`src/rtl/rom_burst_pkg.sv`:
```
// Shared types and elaboration helpers for the ROM burst reader.
// Holds the FSM state enum, read-mode lookup and ROM image builder.
package rom_burst_pkg;

    typedef enum logic [1:0] {
        IDLE,
        RUN,
        DRAIN
    } state_t;

    localparam int ROM_BITS = 4096;
    localparam int BLK_BITS = 256;

    function automatic logic [1:0] read_mode(input int width);
        logic [1:0] m;
        case (width)
            16:      m = 2'd0;
            8:       m = 2'd1;
            4:       m = 2'd2;
            default: m = 2'd3;
        endcase
        return m;
    endfunction

    function automatic bit geometry_ok(input int width, input int depth);
        return (width == 16 && depth == 256)
            || (width == 8  && depth == 512)
            || (width == 4  && depth == 1024)
            || (width == 2  && depth == 2048);
    endfunction

    // Identity image: word n holds n truncated to width, packed LSB-first.
    function automatic logic [ROM_BITS-1:0] rom_image(input int width);
        logic [ROM_BITS-1:0] img;
        int b;
        img = '0;
        for (int blk = 0; blk < ROM_BITS / BLK_BITS; blk++) begin
            for (int i = 0; i < BLK_BITS; i++) begin
                b = blk * BLK_BITS + i;
                img[b] = 1'((b / width) >> (b % width));
            end
        end
        return img;
    endfunction

endpackage

```
`src/rtl/rom_sync_4k.sv`:
```
// 4 kbit block ROM with a registered read port, one word per cycle.
// Contents are the identity image laid out as the sixteen 256-bit INIT blocks.
module rom_sync_4k
    import rom_burst_pkg::*;
#(
    parameter int WIDTH = 16,
    parameter int DEPTH = 256,
    localparam int AW = $clog2(DEPTH)
) (
    input  logic             CLKIN,
    input  logic [AW-1:0]    RADDR,
    output logic [WIDTH-1:0] RDATA
);

    localparam logic [ROM_BITS-1:0] IMAGE = rom_image(WIDTH);

    logic [11:0] base;

    assign base = 12'(RADDR) * 12'(WIDTH);

    // Read enable and clock enable are permanently on; no write port.
    always_ff @(posedge CLKIN) begin
        RDATA <= IMAGE[base +: WIDTH];
    end

endmodule

```
`src/rtl/rom_burst_reader.sv`:
```
// Streams LEN_M1+1 consecutive ROM words from START_ADDR over valid/ready.
// A 2-entry FIFO plus read credit hides the one-cycle ROM latency.
module rom_burst_reader
    import rom_burst_pkg::*;
#(
    parameter int    WIDTH     = 16,
    parameter int    DEPTH     = 256,
    parameter string INIT_FILE = "",
    localparam int   AW        = $clog2(DEPTH)
) (
    input  logic             CLKIN,
    input  logic             RESET,
    input  logic             START,
    input  logic [AW-1:0]    START_ADDR,
    input  logic [AW-1:0]    LEN_M1,
    output logic             BUSY,
    output logic             DONE,
    output logic [WIDTH-1:0] RDATA,
    output logic             RVALID,
    input  logic             RREADY
);

    if (!geometry_ok(WIDTH, DEPTH)) begin : g_bad_geom
        $error("rom_burst_reader: unsupported WIDTH/DEPTH pair");
    end

    if (INIT_FILE != "") begin : g_no_file
        $error("rom_burst_reader: only the identity image is built in");
    end

    state_t state_q;
    state_t state_d;

    logic [AW-1:0]    addr_q;
    logic [AW-1:0]    rem_q;
    logic             inflight_q;
    logic             done_q;
    logic [WIDTH-1:0] fifo_q [2];
    logic             wr_ptr_q;
    logic             rd_ptr_q;
    logic [1:0]       count_q;
    logic [WIDTH-1:0] rom_data;

    logic       accept;
    logic       issue;
    logic       push;
    logic       pop;
    logic       last_pop;
    logic [2:0] occ;

    rom_sync_4k #(
        .WIDTH (WIDTH),
        .DEPTH (DEPTH)
    ) u_rom (
        .CLKIN (CLKIN),
        .RADDR (addr_q),
        .RDATA (rom_data)
    );

    assign RVALID = (count_q != 2'd0);
    assign RDATA  = RVALID ? fifo_q[rd_ptr_q] : '0;
    assign BUSY   = (state_q != IDLE);
    assign DONE   = done_q;

    assign pop  = RVALID & RREADY;
    assign push = inflight_q;

    // Words owned after this cycle: stored + arriving - leaving.
    assign occ = {1'b0, count_q} + {2'b0, inflight_q} - {2'b0, pop};

    assign last_pop = (state_q == DRAIN) && pop
                   && (count_q == 2'd1) && !inflight_q;

    always_comb begin
        state_d = state_q;
        accept  = 1'b0;
        issue   = 1'b0;
        unique case (state_q)
            IDLE: begin
                if (START) begin
                    accept  = 1'b1;
                    state_d = RUN;
                end
            end
            RUN: begin
                if (occ < 3'd2) begin
                    issue = 1'b1;
                    if (rem_q == '0) begin
                        state_d = DRAIN;
                    end
                end
            end
            DRAIN: begin
                if (last_pop) begin
                    state_d = IDLE;
                end
            end
            default: state_d = IDLE;
        endcase
    end

    always_ff @(posedge CLKIN) begin
        if (RESET) begin
            state_q <= IDLE;
        end else begin
            state_q <= state_d;
        end
    end

    always_ff @(posedge CLKIN) begin
        if (RESET) begin
            addr_q     <= '0;
            rem_q      <= '0;
            inflight_q <= 1'b0;
            done_q     <= 1'b0;
        end else begin
            inflight_q <= issue;
            done_q     <= last_pop;
            if (accept) begin
                addr_q <= START_ADDR;
                rem_q  <= LEN_M1;
            end else if (issue) begin
                addr_q <= addr_q + 1'b1;
                rem_q  <= rem_q - 1'b1;
            end
        end
    end

    always_ff @(posedge CLKIN) begin
        if (RESET) begin
            fifo_q[0] <= '0;
            fifo_q[1] <= '0;
            wr_ptr_q  <= 1'b0;
            rd_ptr_q  <= 1'b0;
            count_q   <= '0;
        end else begin
            if (push) begin
                fifo_q[wr_ptr_q] <= rom_data;
                wr_ptr_q         <= ~wr_ptr_q;
            end
            if (pop) begin
                rd_ptr_q <= ~rd_ptr_q;
            end
            count_q <= count_q + 2'(push) - 2'(pop);
        end
    end

endmodule
```
`config.mk`:
```
export PLATFORM = sky130hd
export DESIGN_NAME = rom_burst_reader
export DESIGN_NICKNAME = d
export VERILOG_FILES = /design/src/rtl/rom_burst_pkg.sv /design/src/rtl/rom_sync_4k.sv /design/src/rtl/rom_burst_reader.sv
export SDC_FILE = /design/constraint.sdc
export NUM_CORES = 1
export LEC_CHECK = 0
export ABC_AREA = 1
export BUFFER_PORTS_ARGS = -buffer_cell sky130_fd_sc_hd__buf_4
export CORE_MARGIN = 1.5
export CORE_UTILIZATION = 50
export DETAILED_ROUTE_END_ITERATION = 6
export GPL_TIMING_DRIVEN = 1
export MAX_ROUTING_LAYER = met4
export PLACE_DENSITY = 0.75
export SLEW_MARGIN = 20
export SYNTH_ARGS = -nofsm -noshare
export SYNTH_HDL_FRONTEND = slang
export SYNTH_SLANG_ARGS = --single-unit
```
`constraint.sdc`:
```
create_clock -name CLKIN -period 2.6 [get_ports CLKIN]
set_clock_uncertainty 0.2 [all_clocks]
set_input_delay 0.26 -clock CLKIN [delete_from_list [all_inputs] [get_ports CLKIN]]
set_output_delay 0.26 -clock CLKIN [all_outputs]
set_load 0.005 [all_outputs]
```
==> metrics.txt <==
CTS sink cnt=49; largest family of logic cells by synthesized area=simple AND/OR/NAND/NOR gates; commonest non-fill, non-tap cell in the layout=nand2_1; footprint of the multi-input gates=1080 sq um; status=finished clean; Post-Synth XOR/XNOR Area=0.007246; pre-CTS setup slack=about 0.043 ns; Detail Placement HPWL=3330 um; Hold Fails Final Rpt=0; htree depth=2; Starting DRT DRC Count=121; drt drc=0; YS warnings=0; Final Max Tran Viols=0; Post-synth EDFFs=16; Setup crit start kind=flip-flop; Worst-Skew Late Latency=0.31 ns; Power Total=0.003041 W; period utilization=0.9658; Fin Setup TNS=0 ns; # rows=25; I/O Buffers=30; FILL cells=between 400 and 500; core area=4692 sq um; largest net degree at the start of global routing=28; via count of the routed design=roughly 2000; mux cell area share after synthesis=0; Die Wd=a little over 70 um; Layout Utilization=0.6128; area added between synthesis and finish=18.94%; Total Routing Usage GR=0.1944; Min Hold Slack=0.02254 ns; Die Ht=72.53 um; Crit Path Class=reg2reg; first drt pass iteration count=4; Worst R2R Setup Slack=0.09 ns; antenna violations before repair=0; Detail Route Antenna Nets=0; global-route wire length before repair=roughly 7700 um; Vias/cell=4.896; Register Area=1146 sq um; RSZ-0062 raised after global routing=yes; Mapped Avg Cell Area=7.578 sq um; final setup margin=0.08894 ns; Pleak=between 1 and 1.5 nW; Max-Cap Viols=0; Main synth FF type=dfxtp_1; Async S/R FF share, synth=0; FF+latch count, synth=49; fin crit period=~2.5 ns; WL final=4771 um; Seq/Total Area, Yosys=0.4720; Hold WC Path Type=in2reg; Setup violations, final=0; CTS tree=yes; CTS root buf=clkbuf_8; Cell variety after synth=31; Compound-Gate Fraction of Synth Area=0.09576; Netlist Area Pre-Place=2417 sq um; Antenna Cells=0; PD cells=~1100 nW/um^2; Initial Util=0.5152; share of layout cells above drive strength 1=0.1994; # nets final=385; die area=5261 sq um; post-synthesis simple-gate area fraction=0.2836; GP Congestion=roughly 0.86; # IOs=39; vias in the first global route=roughly 1800; Num CTS Buffers=5; adder-cell share of the synthesized area=0.02899; CP max FO=8; CP endpoint kind=flip-flop; GRT overflow=0; Clk pin slew, worst setup/hold paths=about 0.090 ns; cell count after synthesis=roughly 320; WL/cell=11.50 um; CTS max path bufs=2; VDD IR max=498.0 uV; fmax=398.2 MHz; WP data required=approximately 2.6 ns; most frequent cells in the layout=73 x nand2_1, 54 x nor2_1, 39 x buf_4; Worst Path Arrival=approximately 2.5 ns
==> metrics by stage <==
| step | cell area [sq um] | instances |
|---|---|---|
| finish | 2875 | 415 |
| global route | 2875 | 415 |
| CTS | 2765 | 408 |
| detailed placement | 2660 | 399 |
| global placement | 2660 | 399 |
| floorplan | 2444 | 326 |
==> critical path, cell delays in order (launching register included) <==
cell and delay (ns):
dfxtp_4 0.36, inv_2 0.06, nand2_2 0.07, nand2_2 0.08, xor2_1 0.13, inv_1 0.06
ha_2 0.17, fa_1 0.56, a21oi_2 0.06, nand3_4 0.19, nand2_4 0.09, buf_4 0.16
o211ai_1 0.18, inv_2 0.04
==> what timing repair did <==
item	CTS	global route
resized for setup	0	12
endpoints found under the setup margin	0	14
endpoints found under the hold margin	2	0
buffers inserted	0	6
hold buffers	1	0
==> power breakdown <==
group	leakage, nW	switching, W	internal [W]
registers	0.439	0.000153	0.000990
logic	0.813	0.000845	0.000588
clock network	0.0423	0.000269	0.000196
total	1.29	0.00127	0.00177
==> registers in the layout (all words and copies together) (netlist names), named ones only <==
name         count
fifo_q          16
addr_q           8
rem_q            8
u_rom.RDATA      8
count_q          2
state_q          2
DONE             1
inflight_q       1
rd_ptr_q         1
wr_ptr_q         1
==> cell usage after synthesis, drive strengths merged (2+ instances only) <==
cell | n | area [sq um]
nand4 | 2 | 12.51
inv | 42 | 157.7
nand2 | 77 | 299.0
clkbuf | 3 | 11.26
nor2 | 57 | 226.5
ha | 4 | 50.05
xor2 | 2 | 17.52
nand3 | 21 | 130.1
o21ai | 18 | 90.08
buf | 12 | 95.08
nor3 | 2 | 10.01
edfxtp | 16 | 480.5
a21oi | 23 | 118.9
dfxtp | 33 | 660.6
==> path summary, 6_finish.rpt <==
kind              depth (start not counted)                      to              startpoint
hold / removal                            3   rem_q[4]$_SDFFE_PP0P_               LEN_M1[4]
hold reg to reg                           0  u_rom.RDATA[6]$_DFF_P_  addr_q[6]$_SDFFE_PP0P_
setup reg to reg                         13  addr_q[0]$_SDFFE_PP0P_   count_q[1]$_SDFF_PP0_
setup / recovery                         13  addr_q[0]$_SDFFE_PP0P_   count_q[1]$_SDFF_PP0_
==> kinds of logic (layout without fill, tap and decap cells) <==
| group | after synthesis | count (layout) |
|---|---|---|
| AO/OA/AOI/OAI | 44 | 44 |
| AND/OR/NAND/NOR | 160 | 161 |
| XOR/XNOR | 2 | 2 |
| other | 1 | 8 |
| buffers and inverters | 58 | 92 |
| flip-flops | 49 | 49 |
| adder cells (fa/ha/maj) | 5 | 5 |
==> final cells by class <==
type	count	area share
Tap cell	54	0.02350
Clock inverter	3	0.009138
Timing Repair Buffer	41	0.1123
Clock buffer	5	0.02393
Sequential cell	49	0.3986
Multi-Input combinational cell	220	0.3755
Inverter	43	0.05701
==> metal layers <==
layer | global-route usage | up-vias | wire length (um)
li1 | - | 1078 | -
met1 | 0.2283 | 912 | 2098
met2 | 0.3293 | 35 | 2448
met3 | 0.02917 | 7 | 146
met4 | 0.08595 | 0 | 77
met5 | - | - | 0
Power figures use the tool's default switching activity.
